==> config.mk <==
export PLATFORM = sky130hd
export DESIGN_NAME = data_ram_arbiter_flat
export DESIGN_NICKNAME = d
export VERILOG_FILES = /design/src/rtl/data_ram_arbiter_pkg.sv /design/src/rtl/data_ram_arbiter_if.sv /design/src/rtl/data_ram_arbiter_rr_arbiter_2.sv /design/src/rtl/data_ram_arbiter.sv /design/src/flat_wrapper.sv
export SDC_FILE = /design/constraint.sdc
export NUM_CORES = 1
export LEC_CHECK = 0
export BUFFER_PORTS_ARGS = -buffer_cell sky130_fd_sc_hd__clkbuf_2
export CORE_MARGIN = 3
export CORE_UTILIZATION = 43
export CTS_BUF_LIST = sky130_fd_sc_hd__clkbuf_16
export CTS_CLUSTER_DIAMETER = 200
export DETAILED_ROUTE_END_ITERATION = 8
export PLACE_DENSITY = 0.92
export REMOVE_ABC_BUFFERS = 1
export SLEW_MARGIN = 30
export SYNTH_ARGS = -nofsm -noshare
export SYNTH_HDL_FRONTEND = slang
export SYNTH_SLANG_ARGS = --single-unit
==> constraint.sdc <==
create_clock -name clk -period 2.1 [get_ports clk]
set_input_delay 0.315 -clock clk [delete_from_list [all_inputs] [get_ports clk]]
set_output_delay 0.315 -clock clk [all_outputs]
set_load 0.02 [all_outputs]
==> src/rtl/data_ram_arbiter_pkg.sv <==
// Shared types for the two-requester data RAM arbiter.
package data_ram_arb_pkg;

  localparam int unsigned NUM_REQ = 2;

  // Requester identifier: 0 -> r0, 1 -> r1.
  typedef logic [0:0] req_id_t;

  // StRd means a read was issued in the previous cycle and ram_dout is live now.
  typedef enum logic [0:0] {
    StIdle,
    StRd
  } state_e;

endpackage

==> src/rtl/data_ram_arbiter_if.sv <==
// Requester and RAM signal bundle for data_ram_arbiter.
// slave: arbiter side. master: requesters plus RAM model side.
interface data_ram_arbiter_if #(
  parameter int unsigned DWIDTH     = 16,
  parameter int unsigned ADDR_WIDTH = 16
);

  logic                  r0_req;
  logic                  r0_we;
  logic [ADDR_WIDTH-1:0] r0_addr;
  logic [DWIDTH-1:0]     r0_wdata;
  logic                  r0_gnt;
  logic [DWIDTH-1:0]     r0_rdata;
  logic                  r0_rvalid;

  logic                  r1_req;
  logic                  r1_we;
  logic [ADDR_WIDTH-1:0] r1_addr;
  logic [DWIDTH-1:0]     r1_wdata;
  logic                  r1_gnt;
  logic [DWIDTH-1:0]     r1_rdata;
  logic                  r1_rvalid;

  logic [ADDR_WIDTH-1:0] ram_addr;
  logic [DWIDTH-1:0]     ram_data;
  logic                  ram_we;
  logic [DWIDTH-1:0]     ram_dout;

  modport slave (
    input  r0_req, r0_we, r0_addr, r0_wdata,
    input  r1_req, r1_we, r1_addr, r1_wdata,
    input  ram_dout,
    output r0_gnt, r0_rdata, r0_rvalid,
    output r1_gnt, r1_rdata, r1_rvalid,
    output ram_addr, ram_data, ram_we
  );

  modport master (
    output r0_req, r0_we, r0_addr, r0_wdata,
    output r1_req, r1_we, r1_addr, r1_wdata,
    output ram_dout,
    input  r0_gnt, r0_rdata, r0_rvalid,
    input  r1_gnt, r1_rdata, r1_rvalid,
    input  ram_addr, ram_data, ram_we
  );

endinterface

==> src/rtl/data_ram_arbiter_rr_arbiter_2.sv <==
// Two-way round-robin arbiter. Requests arrive already filtered, so a
// requester that was masked never moves the pointer and keeps its priority.
module rr_arbiter_2
  import data_ram_arb_pkg::*;
(
  input  logic               clk,
  input  logic               rst,
  input  logic [NUM_REQ-1:0] i_req,
  output logic [NUM_REQ-1:0] o_gnt
);

  // Most recently granted requester; reset value 1 hands the first tie to r0.
  req_id_t r_last;

  // Single requester wins outright; on a tie the one not granted last wins.
  always_comb begin
    o_gnt = '0;
    unique case (i_req)
      2'b01:   o_gnt = 2'b01;
      2'b10:   o_gnt = 2'b10;
      2'b11:   o_gnt = r_last[0] ? 2'b01 : 2'b10;
      default: o_gnt = '0;
    endcase
  end

  // Pointer moves only when something is granted.
  always_ff @(posedge clk) begin
    if (rst) begin
      r_last <= 1'b1;
    end else if (|o_gnt) begin
      r_last <= o_gnt[1];
    end
  end

endmodule

==> src/rtl/data_ram_arbiter.sv <==
// Arbitrates two requesters onto one single-port data RAM. Reads return two
// cycles after grant; writes are held off while a read result is on ram_dout.
module data_ram_arbiter
  import data_ram_arb_pkg::*;
#(
  parameter int unsigned DWIDTH     = 16,
  parameter int unsigned ADDR_WIDTH = 16
) (
  input  logic               clk,
  input  logic               rst,
  data_ram_arbiter_if.slave  io_bus
);

  logic [NUM_REQ-1:0]    w_req;
  logic [NUM_REQ-1:0]    w_we;
  logic [NUM_REQ-1:0]    w_elig;
  logic [NUM_REQ-1:0]    w_gnt;
  logic [ADDR_WIDTH-1:0] w_addr  [NUM_REQ];
  logic [DWIDTH-1:0]     w_wdata [NUM_REQ];
  logic                  w_gnt_any;
  logic                  w_gnt_we;
  req_id_t               w_gnt_id;

  state_e                r_state;
  logic                  r_tag_vld;
  req_id_t               r_tag_id;
  logic [NUM_REQ-1:0]    r_rvalid;
  logic [DWIDTH-1:0]     r_rdata [NUM_REQ];

  assign w_req      = {io_bus.r1_req, io_bus.r0_req};
  assign w_we       = {io_bus.r1_we, io_bus.r0_we};
  assign w_addr[0]  = io_bus.r0_addr;
  assign w_addr[1]  = io_bus.r1_addr;
  assign w_wdata[0] = io_bus.r0_wdata;
  assign w_wdata[1] = io_bus.r1_wdata;

  // Reset blocks everything; a write in StRd would zero the in-flight ram_dout.
  always_comb begin
    w_elig = '0;
    for (int n = 0; n < NUM_REQ; n++) begin
      w_elig[n] = w_req[n] & ~rst & ~((r_state == StRd) & w_we[n]);
    end
  end

  rr_arbiter_2 u_rr_arbiter_2 (
    .clk   (clk),
    .rst   (rst),
    .i_req (w_elig),
    .o_gnt (w_gnt)
  );

  assign w_gnt_any     = |w_gnt;
  assign w_gnt_id      = w_gnt[1];
  assign w_gnt_we      = w_gnt_any & w_we[w_gnt_id];
  assign io_bus.r0_gnt = w_gnt[0];
  assign io_bus.r1_gnt = w_gnt[1];

  // RAM port follows the granted requester, idles at zero otherwise.
  always_comb begin
    io_bus.ram_we   = 1'b0;
    io_bus.ram_addr = '0;
    io_bus.ram_data = '0;
    if (w_gnt_any) begin
      io_bus.ram_we   = w_we[w_gnt_id];
      io_bus.ram_addr = w_addr[w_gnt_id];
      io_bus.ram_data = w_wdata[w_gnt_id];
    end
  end

  // FSM plus read tag: records who issued the read whose data lands next cycle.
  always_ff @(posedge clk) begin
    if (rst) begin
      r_state   <= StIdle;
      r_tag_vld <= 1'b0;
      r_tag_id  <= '0;
    end else begin
      r_tag_vld <= w_gnt_any & ~w_gnt_we;
      r_tag_id  <= w_gnt_id;
      r_state   <= (w_gnt_any && !w_gnt_we) ? StRd : StIdle;
    end
  end

  // Capture ram_dout into the tagged requester; the other rdata holds.
  always_ff @(posedge clk) begin
    if (rst) begin
      r_rvalid <= '0;
      for (int n = 0; n < NUM_REQ; n++) begin
        r_rdata[n] <= '0;
      end
    end else begin
      r_rvalid <= '0;
      if (r_tag_vld) begin
        r_rvalid[r_tag_id] <= 1'b1;
        r_rdata[r_tag_id]  <= io_bus.ram_dout;
      end
    end
  end

  assign io_bus.r0_rvalid = r_rvalid[0];
  assign io_bus.r1_rvalid = r_rvalid[1];
  assign io_bus.r0_rdata  = r_rdata[0];
  assign io_bus.r1_rdata  = r_rdata[1];

endmodule

==> src/flat_wrapper.sv <==
// flat-port wrapper written by rule: the top's interface ports become plain ports
module data_ram_arbiter_flat import data_ram_arb_pkg::*;
#(
  parameter int unsigned DWIDTH     = 16,
  parameter int unsigned ADDR_WIDTH = 16
)
  (clk, rst, io_bus_r0_req, io_bus_r0_we, io_bus_r0_addr, io_bus_r0_wdata, io_bus_r1_req, io_bus_r1_we, io_bus_r1_addr, io_bus_r1_wdata, io_bus_ram_dout, io_bus_r0_gnt, io_bus_r0_rdata, io_bus_r0_rvalid, io_bus_r1_gnt, io_bus_r1_rdata, io_bus_r1_rvalid, io_bus_ram_addr, io_bus_ram_data, io_bus_ram_we);
  data_ram_arbiter_if #(.DWIDTH(DWIDTH), .ADDR_WIDTH(ADDR_WIDTH)) io_bus_i ();
  input  logic clk;
  input  logic rst;
  input wire logic [$bits(io_bus_i.r0_req)-1:0] io_bus_r0_req;
  input wire logic [$bits(io_bus_i.r0_we)-1:0] io_bus_r0_we;
  input wire logic [$bits(io_bus_i.r0_addr)-1:0] io_bus_r0_addr;
  input wire logic [$bits(io_bus_i.r0_wdata)-1:0] io_bus_r0_wdata;
  input wire logic [$bits(io_bus_i.r1_req)-1:0] io_bus_r1_req;
  input wire logic [$bits(io_bus_i.r1_we)-1:0] io_bus_r1_we;
  input wire logic [$bits(io_bus_i.r1_addr)-1:0] io_bus_r1_addr;
  input wire logic [$bits(io_bus_i.r1_wdata)-1:0] io_bus_r1_wdata;
  input wire logic [$bits(io_bus_i.ram_dout)-1:0] io_bus_ram_dout;
  output wire logic [$bits(io_bus_i.r0_gnt)-1:0] io_bus_r0_gnt;
  output wire logic [$bits(io_bus_i.r0_rdata)-1:0] io_bus_r0_rdata;
  output wire logic [$bits(io_bus_i.r0_rvalid)-1:0] io_bus_r0_rvalid;
  output wire logic [$bits(io_bus_i.r1_gnt)-1:0] io_bus_r1_gnt;
  output wire logic [$bits(io_bus_i.r1_rdata)-1:0] io_bus_r1_rdata;
  output wire logic [$bits(io_bus_i.r1_rvalid)-1:0] io_bus_r1_rvalid;
  output wire logic [$bits(io_bus_i.ram_addr)-1:0] io_bus_ram_addr;
  output wire logic [$bits(io_bus_i.ram_data)-1:0] io_bus_ram_data;
  output wire logic [$bits(io_bus_i.ram_we)-1:0] io_bus_ram_we;
  assign io_bus_i.r0_req = io_bus_r0_req;
  assign io_bus_i.r0_we = io_bus_r0_we;
  assign io_bus_i.r0_addr = io_bus_r0_addr;
  assign io_bus_i.r0_wdata = io_bus_r0_wdata;
  assign io_bus_i.r1_req = io_bus_r1_req;
  assign io_bus_i.r1_we = io_bus_r1_we;
  assign io_bus_i.r1_addr = io_bus_r1_addr;
  assign io_bus_i.r1_wdata = io_bus_r1_wdata;
  assign io_bus_i.ram_dout = io_bus_ram_dout;
  assign io_bus_r0_gnt = io_bus_i.r0_gnt;
  assign io_bus_r0_rdata = io_bus_i.r0_rdata;
  assign io_bus_r0_rvalid = io_bus_i.r0_rvalid;
  assign io_bus_r1_gnt = io_bus_i.r1_gnt;
  assign io_bus_r1_rdata = io_bus_i.r1_rdata;
  assign io_bus_r1_rvalid = io_bus_i.r1_rvalid;
  assign io_bus_ram_addr = io_bus_i.ram_addr;
  assign io_bus_ram_data = io_bus_i.ram_data;
  assign io_bus_ram_we = io_bus_i.ram_we;
  data_ram_arbiter #(.DWIDTH(DWIDTH), .ADDR_WIDTH(ADDR_WIDTH)) u_core (.clk(clk), .rst(rst), .io_bus(io_bus_i));
endmodule
# Word-level counts from Yosys, hierarchy flattened
# Memory sizes are Yosys's and may differ from the RTL's.
# Index checks and enable logic that the tools add are counted.
# totals
reg_bits	6
ram_bits	32
in_bits	86
memories	1
# op_classes
magnitude_cmp	4
n_eq_ne	3
muxes	24
bitwise_logic	14
n_reduce_logical	6
# memory_table
name	depth	width	rd	rd_ports_with_merged_regs	write_ports	line	text
u_core.r_rdata	2	16	2	0	2	data_ram_arbiter.sv:28	logic [DWIDTH-1:0] r_rdata [NUM_REQ];
# ops
operator	n
$mux W16	9
$reduce_or A16 Y1	1
$mux W1	12
$and A1 B1 Y1	8
$pmux W2 S3	1
$not A1 Y1	5
$eq A2 B2 Y1 const B	2
$lt A1 B2 Y1 const B	2
$reduce_or A2 Y1	2
$eq A2 B1 Y1 const B	1
$ge A2 B2 Y1 const B	1
$logic_and A1 B1 Y1	2
$mux W2	1
$not A1 Y2	1
$demux W1 S1	1
$ge A1 B1 Y1 const B	1
$logic_not A1 Y1	1

# Logic depth before layout (Yosys ltp)
# Gate-level depths: netlist of the first run.
# depth
ltp_word	11
depth_mapped	5
ltp_nobuf	5

# Cells and area by module
# A second synthesis of the first run with hierarchy kept.
# hier_totals
cells_unflattened	221
area_unflattened_um2	1919.3
# by_module_without_submodules
mod	instances	cells_per_inst	area_per_inst_um2
data_ram_arbiter	1	215	1865.5
rr_arbiter_2	1	6	53.8

# Least setup slack after synthesis of the first run
# Ideal clock, no wire load.
# synth_path
kind	register to output
start	register u_core.r_state
end	output io_bus_ram_data[10]
t_arrival_ps	1411
required_time_ps	1785
slack_ps	374
stages_incl_launch_ff	6
path_buffers	1
path_cell_list	dfxtp_1 > nand2_1 > nand3b_4 > a21o_2 > buf_2 > o21ai_0
# synth_between
elab_chain_len	10
# synth_lines
element	line	text
from (decl)	data_ram_arbiter.sv:24	state_e r_state;
from (signal assigned)	data_ram_arbiter.sv:73	r_state <= StIdle;
from (signal assigned)	data_ram_arbiter.sv:79	r_state <= (w_gnt_any && !w_gnt_we) ? StRd : StIdle;
$and A1 B1 Y1	data_ram_arbiter.sv:41	w_elig[n] = w_req[n] & ~rst & ~((r_state == StRd) & w_we[n]);
$not A1 Y1	data_ram_arbiter.sv:41	
$and A1 B1 Y1	data_ram_arbiter.sv:41	
$eq A2 B2 Y1 or $eq A2 B1 Y1 (tied branches)	data_ram_arbiter_rr_arbiter_2.sv:18	unique case (i_req)
$pmux W2 S3 *	data_ram_arbiter_rr_arbiter_2.sv:18	
$not A1 Y2 (implied by the code)	data_ram_arbiter.sv:66	io_bus.ram_data = w_wdata[w_gnt_id];
$mux W16 (implied by the code) (3 in series)	data_ram_arbiter.sv:66	
$mux W16 *	data_ram_arbiter.sv:63	if (w_gnt_any) begin
to (decl)	flat_wrapper.sv:27	output wire logic [$bits(io_bus_i.ram_data)-1:0] io_bus_ram_data;
# Every way passes the cells marked *; elsewhere a longest branch is shown, timed or not. The select of a mux whose other input is x is not followed.

# Final worst setup path of the first run
# layout_path
start	register u_core.r_state
end	output io_bus_ram_addr[10]
# layout_between
elab_chain_len	10
# layout_lines
element	line	text
$and A1 B1 Y1	data_ram_arbiter.sv:41	
$not A1 Y1	data_ram_arbiter.sv:41	
$and A1 B1 Y1	data_ram_arbiter.sv:41	
$eq A2 B2 Y1 or $eq A2 B1 Y1 (tied branches)	data_ram_arbiter_rr_arbiter_2.sv:18	
$pmux W2 S3 *	data_ram_arbiter_rr_arbiter_2.sv:18	
$not A1 Y2 (implied by the code)	data_ram_arbiter.sv:65	io_bus.ram_addr = w_addr[w_gnt_id];
$mux W16 (implied by the code) (3 in series)	data_ram_arbiter.sv:65	
$mux W16 *	data_ram_arbiter.sv:63	
to (decl)	flat_wrapper.sv:26	output wire logic [$bits(io_bus_i.ram_addr)-1:0] io_bus_ram_addr;
# Marks and branches as above.

==> results.yml, run 1 <==
floorplanning:
  num_io_pins: 155
  start_util_pct: 44.9
  die_h_um: 73.9
  coreArea_um2: 4410
  die-area_um2: 5460
  rows: 24
  die_w_um: 73.9
cts:
  cts-root-buf: "clkbuf_16"
  clk_latency_ns: 0.27
  tritoncts: "done"
  htree_levels: 2
  clkTransAtPathRegs_ns: 0.05
  numCtsBuffers: 5
  cts_sinks: 37
  ctsLongestPathBuffers: 2
timing:
  setup_tns_ns: 0
  fmax_ghz: 0.506
  whs_ns: 0.284
  max_slew_margin_pct: 68.0
  finalHoldViolCount: 0
  layout_min_cycle_time_ns: 1.98
  max_slew.worst_pin.slew_ns: 0.480
  setup_viol: 0
  fin_skew_ns: 0.00407
  worst_slack_ns: 0.125
  layout_worst_path_cycle_share_pct: 94.1
  rsz0062_at_grt: "no"
  maxSlewViolCount: 0
critical_path:
  path_cells: "a211oi_4, buf_6, o211ai_1, o21ai_0, clkbuf_2"
  arrival_ns: 1.66
  required_ns: 1.78
  cp-end-kind: "output port"
  critical_path_class: "register to output port"
  cp_slowest_stage_delay_ns: 0.34
  critPathMaxFanout: 32
  cp_slowest_cell: "dfxtp_2"
  start_kind: "register"
layout:
  area_growth_pct: 50.2
  layout_commonest_cell: "clkbuf_2"
  fin_util_pct: 67.5
  nNetsFinal: 435
  diodes: 0
  drive_above_1_share_pct: 50.0
  fin_area_um2: 2980
  mostFrequentLayoutCells: "154 x clkbuf_2, 35 x inv_1, 32 x o211ai_1, 32 x and2_1, 32 x edfxtp_1"
place:
  dp_worst_setup_slack_ns: 0.172
  port-buffer-count: 154
  post_dp_cell_area_um2: 2790
  hpwlAfterDp_um: 4720
  gp_congestion: 0.866
grt:
  overflow: 0
  track_usage_pct: 20.2
  grt_pass1_wl_um: 8420
  antenna_found_initial: 0
  grt_pass1_vias: 1939
  grt_max_degree: 36
route:
  ant_nets: 0
  drcViolationCount: 0
  wl_per_cell_um: 14.5
  via_count: 2044
  wl_um: 5820
  dr.pass1.iters: 4
  viasPerCell: 5.08
  drtIter0Drc: 100
yosys:
  synthDistinctLibCells: 20
  synth_edf_count: 32
  postSynthAreaPerCell_um2: 10.0
  yosys_most_used_dff: "edfxtp_1"
  syn_inst: 198
  ys_seq_area_share_pct: 53.5
  synth_seq_cells: 37
  synthesis.area_um2: 1980
  ys.warnings.count: 0
  async_reset_ff_share_pct: 0
flow_run:
  drv_cap: 0
worst_hold_path:
  hold_path.class: "input pin to register"
power_and_ir_drop:
  power_density_nw_per_um2: 711
  p_leak_nw: 1.56
  vdd_drop_max_mv: 0.287
run_status:
  outcome: "completed"
## power by group
group | total [mW] | switching, mW | internal, mW | leakage (nW)
Combinational | 0.441 | 0.278 | 0.163 | 1.10
Sequential | 0.852 | 0.0134 | 0.839 | 0.376
Clock | 0.824 | 0.270 | 0.555 | 0.0775
Total | 2.12 | 0.561 | 1.56 | 1.56
## metal layers
metal / vias up / wire length, um / GRT usage, % / share of wire, %
li1: 996 / - / - / -
met1: 898 / 2020 / 20.5 / 35
met2: 131 / 2970 / 36.0 / 51
met3: 19 / 588 / 6.16 / 10
met4: 0 / 241 / 12.5 / 4.1
met5: - / 0 / 0 / 0
## Yosys cell counts (2+ instances only)
master / n / area [um^2]
or2_2: 2 / 12.5
dfxtp_1: 5 / 100
o211ai_1: 32 / 240
o22ai_1: 2 / 12.5
and2_1: 32 / 200
buf_2: 8 / 40.0
inv_1: 35 / 131
o21ai_1: 2 / 10.0
o21ai_0: 31 / 155
clkbuf_1: 8 / 30.0
edfxtp_1: 32 / 961
## metrics by stage
step	cells	power [mW]
2_1_floorplan	182	1.09
4_1_cts	402	2.13
3_5_place_dp	394	1.30
6_report	402	2.12
3_3_place_gp	394	1.29
5_1_grt	402	2.20
## timing repair
action,CTS,global route
hold buffers,0,0
gates resized for setup,2,4
setup buffers,0,0
setup endpoints to repair,2,31
## layout make-up
cell class / instances / area (um^2)
Multi-Input combinational cell: 109 / 723
Tap cell: 52 / 65.1
Fill cell: 345 / 1440
Clock buffer: 5 / 125
Sequential cell: 37 / 1060
Timing Repair Buffer: 160 / 827
Inverter: 36 / 135
Clock inverter: 3 / 41.3
## cell families (layout without fill, tap and decap cells)
logic type / after synthesis / in the layout / share of synthesized area (%)
flip-flops: 37 / 37 / 53.5
AND/OR/NAND/NOR: 39 / 39 / 13.2
buffers and inverters: 52 / 204 / 10.3
AO/OA/AOI/OAI: 70 / 70 / 23.0
## flip-flops by register name (all words and copies together) (netlist names)
register	flops
u_core.r_rdata	32
u_core.r_rvalid	2
u_core.r_state	1
u_core.r_tag_id	1
u_core.u_rr_arbiter_2.r_last	1
## critical path, delay by kind of cell, from the launching register on
| kind | cells | cell delay (ns) |
|---|---|---|
| AO/OA/AOI/OAI | 3 | 0.54 |
| buffers and inverters | 2 | 0.50 |
| flip-flops | 1 | 0.34 |
## path summary, 6_finish.rpt
path | cells after the start | slack (ns) | from | to
worst min-delay path | 2 | 0.28 | io_bus_r1_we | u_core.r_state$_SDFF_PP0_
worst max register to register | 2 | 0.47 | u_core.r_state$_SDFF_PP0_ | u_core.r_rdata[1][2]$_SDFFCE_PN0P_
worst max-delay path | 5 | 0.12 | u_core.r_state$_SDFF_PP0_ | io_bus_ram_addr[10]
worst min register to register | 2 | 0.63 | u_core.r_state$_SDFF_PP0_ | u_core.u_rr_arbiter_2.r_last$_SDFFE_PP1P_
(Power assumes the default switching activity.)
==> run 2, diff against run 1 <==
Settings changed: CORE_ASPECT_RATIO set to 0.8.
==> run 2 against run 1 <==
Global-route usage is 0.17 points higher. Final cell count is 1.2% higher. Critical endpoint is now io_bus_ram_data[6]. Via count is 5.6% lower. Critical path depth is 1 higher. Non-clock buffer count stayed put. Largest power group unchanged. First-iteration DRC count is 32% lower. Clock skew hardly changed. Sequential cell count stayed put. Fmax is 2.7% lower. Highest routed layer unchanged.
==> results.yml, run 2 (synthesized netlist as in run 1, its figures left out) <==
grt:
  overflow: 0
  antenna_found_initial: 0
  grt_max_degree: 34
  grt_pass1_wl_um: 8440
  track_usage_pct: 20.4
  grt_pass1_vias: 1767
timing:
  max_slew.worst_pin.slew_ns: 0.415
  max_slew_margin_pct: 72.4
  setup_tns_ns: 0
  layout_min_cycle_time_ns: 2.03
  layout_worst_path_cycle_share_pct: 96.7
  setup_viol: 0
  fmax_ghz: 0.493
  rsz0062_at_grt: "no"
  maxSlewViolCount: 0
  finalHoldViolCount: 0
  fin_skew_ns: 0.00361
layout:
  drive_above_1_share_pct: 50.0
  nNetsFinal: 435
  mostFrequentLayoutCells: "154 x clkbuf_2, 36 x inv_1, 32 x o211ai_1, 32 x and2_1, 32 x edfxtp_1"
  largest-register: "u_core.r_rdata"
  instances_no_fill: 407
  reg.largest.list: "u_core.r_rdata: 32 flops, u_core.r_rvalid: 2 flops"
  layout_commonest_cell: "clkbuf_2"
  largest_reg_flops: 32
  diodes: 0
  area_growth_pct: 48.6
critical_path:
  critPathBufInv: 2
  critPathMaxFanout: 30
  crit_family: "compound AO/OA/AOI/OAI gates"
  required_ns: 1.78
  cp-end-kind: "output port"
  start_kind: "register"
  cp_slowest_stage_delay_ns: 0.35
  arrival_ns: 1.72
  cp_slowest_cell: "dfxtp_1"
  critical_path_class: "register to output port"
  path_cells: "nand2_1, nand3b_4, a21o_2, buf_6, o21ai_0, clkbuf_2"
place:
  dp_cells: 399
  hpwlAfterDp_um: 4450
  port-buffer-count: 154
  gp_congestion: 0.927
floorplanning:
  num_io_pins: 155
  die-area_um2: 5470
  start_util_pct: 46.0
  coreArea_um2: 4310
  die_h_um: 66.7
  die_w_um: 81.9
  rows: 21
cts:
  ctsLongestPathBuffers: 2
  cts_sinks: 37
  clkTransAtPathRegs_ns: 0.05
  numCtsBuffers: 5
  htree_levels: 2
  tritoncts: "done"
  clk_latency_ns: 0.27
  cts-root-buf: "clkbuf_16"
route:
  ant_nets: 0
  wl_um: 5810
  wl_per_cell_um: 14.3
  via_count: 1929
  viasPerCell: 4.74
  drtIter0Drc: 68
  drcViolationCount: 0
  dr.pass1.iters: 4
run_status:
  outcome: "completed"
power_and_ir_drop:
  power_density_nw_per_um2: 669
  p_leak_nw: 1.55
  vdd_drop_max_mv: 0.416
flow_run:
  drv_cap: 0
worst_hold_path:
  hold_path.class: "input pin to register"
## run 2: cell types whose count changed in the layout (fill, tap and decap cells not counted), sizes merged
cell      delta
bufinv       -1
inv          +1
clkinvlp     -1
clkinv       +1
## run 2: area by class of cell
| cell class | instances | area, um^2 |
|---|---|---|
| Sequential cell | 37 | 1060 |
| Fill cell | 364 | 1360 |
| Timing Repair Buffer | 160 | 823 |
| Clock inverter | 3 | 13.8 |
| Multi-Input combinational cell | 109 | 717 |
| Inverter | 36 | 135 |
| Clock buffer | 5 | 125 |
| Tap cell | 57 | 71.3 |
## run 2: through the flow
stage / power, mW / hold slack (ns) / area (um^2) / util, % / worst slack [ns]
2_1_floorplan: 1.09 / 0.409 / 1910 / - / -0.266
3_3_place_gp: 1.29 / 0.560 / 2800 / 65.0 / 0.259
3_5_place_dp: 1.30 / 0.574 / 2800 / 65.0 / 0.219
4_1_cts: 1.98 / 0.289 / 2940 / 68.2 / 0.0473
5_1_grt: 2.06 / 0.297 / 2950 / 68.4 / 0.0121
6_report: 1.97 / 0.288 / 2950 / 68.4 / 0.0696
## run 2: final timing paths
| kind | slack [ns] | startpoint | cells after the start | endpoint |
|---|---|---|---|---|
| setup / recovery | 0.07 | u_core.r_state$_SDFF_PP0_ | 6 | io_bus_ram_data[6] |
| hold / removal | 0.29 | io_bus_r1_we | 2 | u_core.r_state$_SDFF_PP0_ |
| setup reg to reg | 0.72 | u_core.r_state$_SDFF_PP0_ | 2 | u_core.r_rdata[0][3]$_SDFFCE_PN0P_ |
| hold reg to reg | 0.64 | u_core.r_tag_id$_SDFF_PP0_ | 2 | u_core.r_rvalid[0]$_SDFF_PP0_ |
## run 2: worst reg2reg max path: stages (launching register included)
cell	delay, ns
dfxtp_1	0.41
nor3b_2	0.23
or2_2	0.39
## run 2: per-layer routing
metal	up-vias	track usage [%]	wire length, um
li1	992	-	-
met1	867	25.3	2350
met2	63	36.5	3110
met3	7	3.65	294
met4	0	4.98	64
met5	-	0	0
## run 2: where the power goes
part	switching (mW)	internal (mW)	leakage (nW)
Clock	0.256	0.430	0.0748
Sequential	0.0197	0.839	0.376
Combinational	0.268	0.160	1.10
Total	0.544	1.43	1.55
## run 2: timing repair
action	4_1_cts	5_1_grt
hold buffers	0	0
setup endpoints to repair	0	19
buffers inserted	0	0
resized for setup	0	4
hold endpoints to repair	0	0
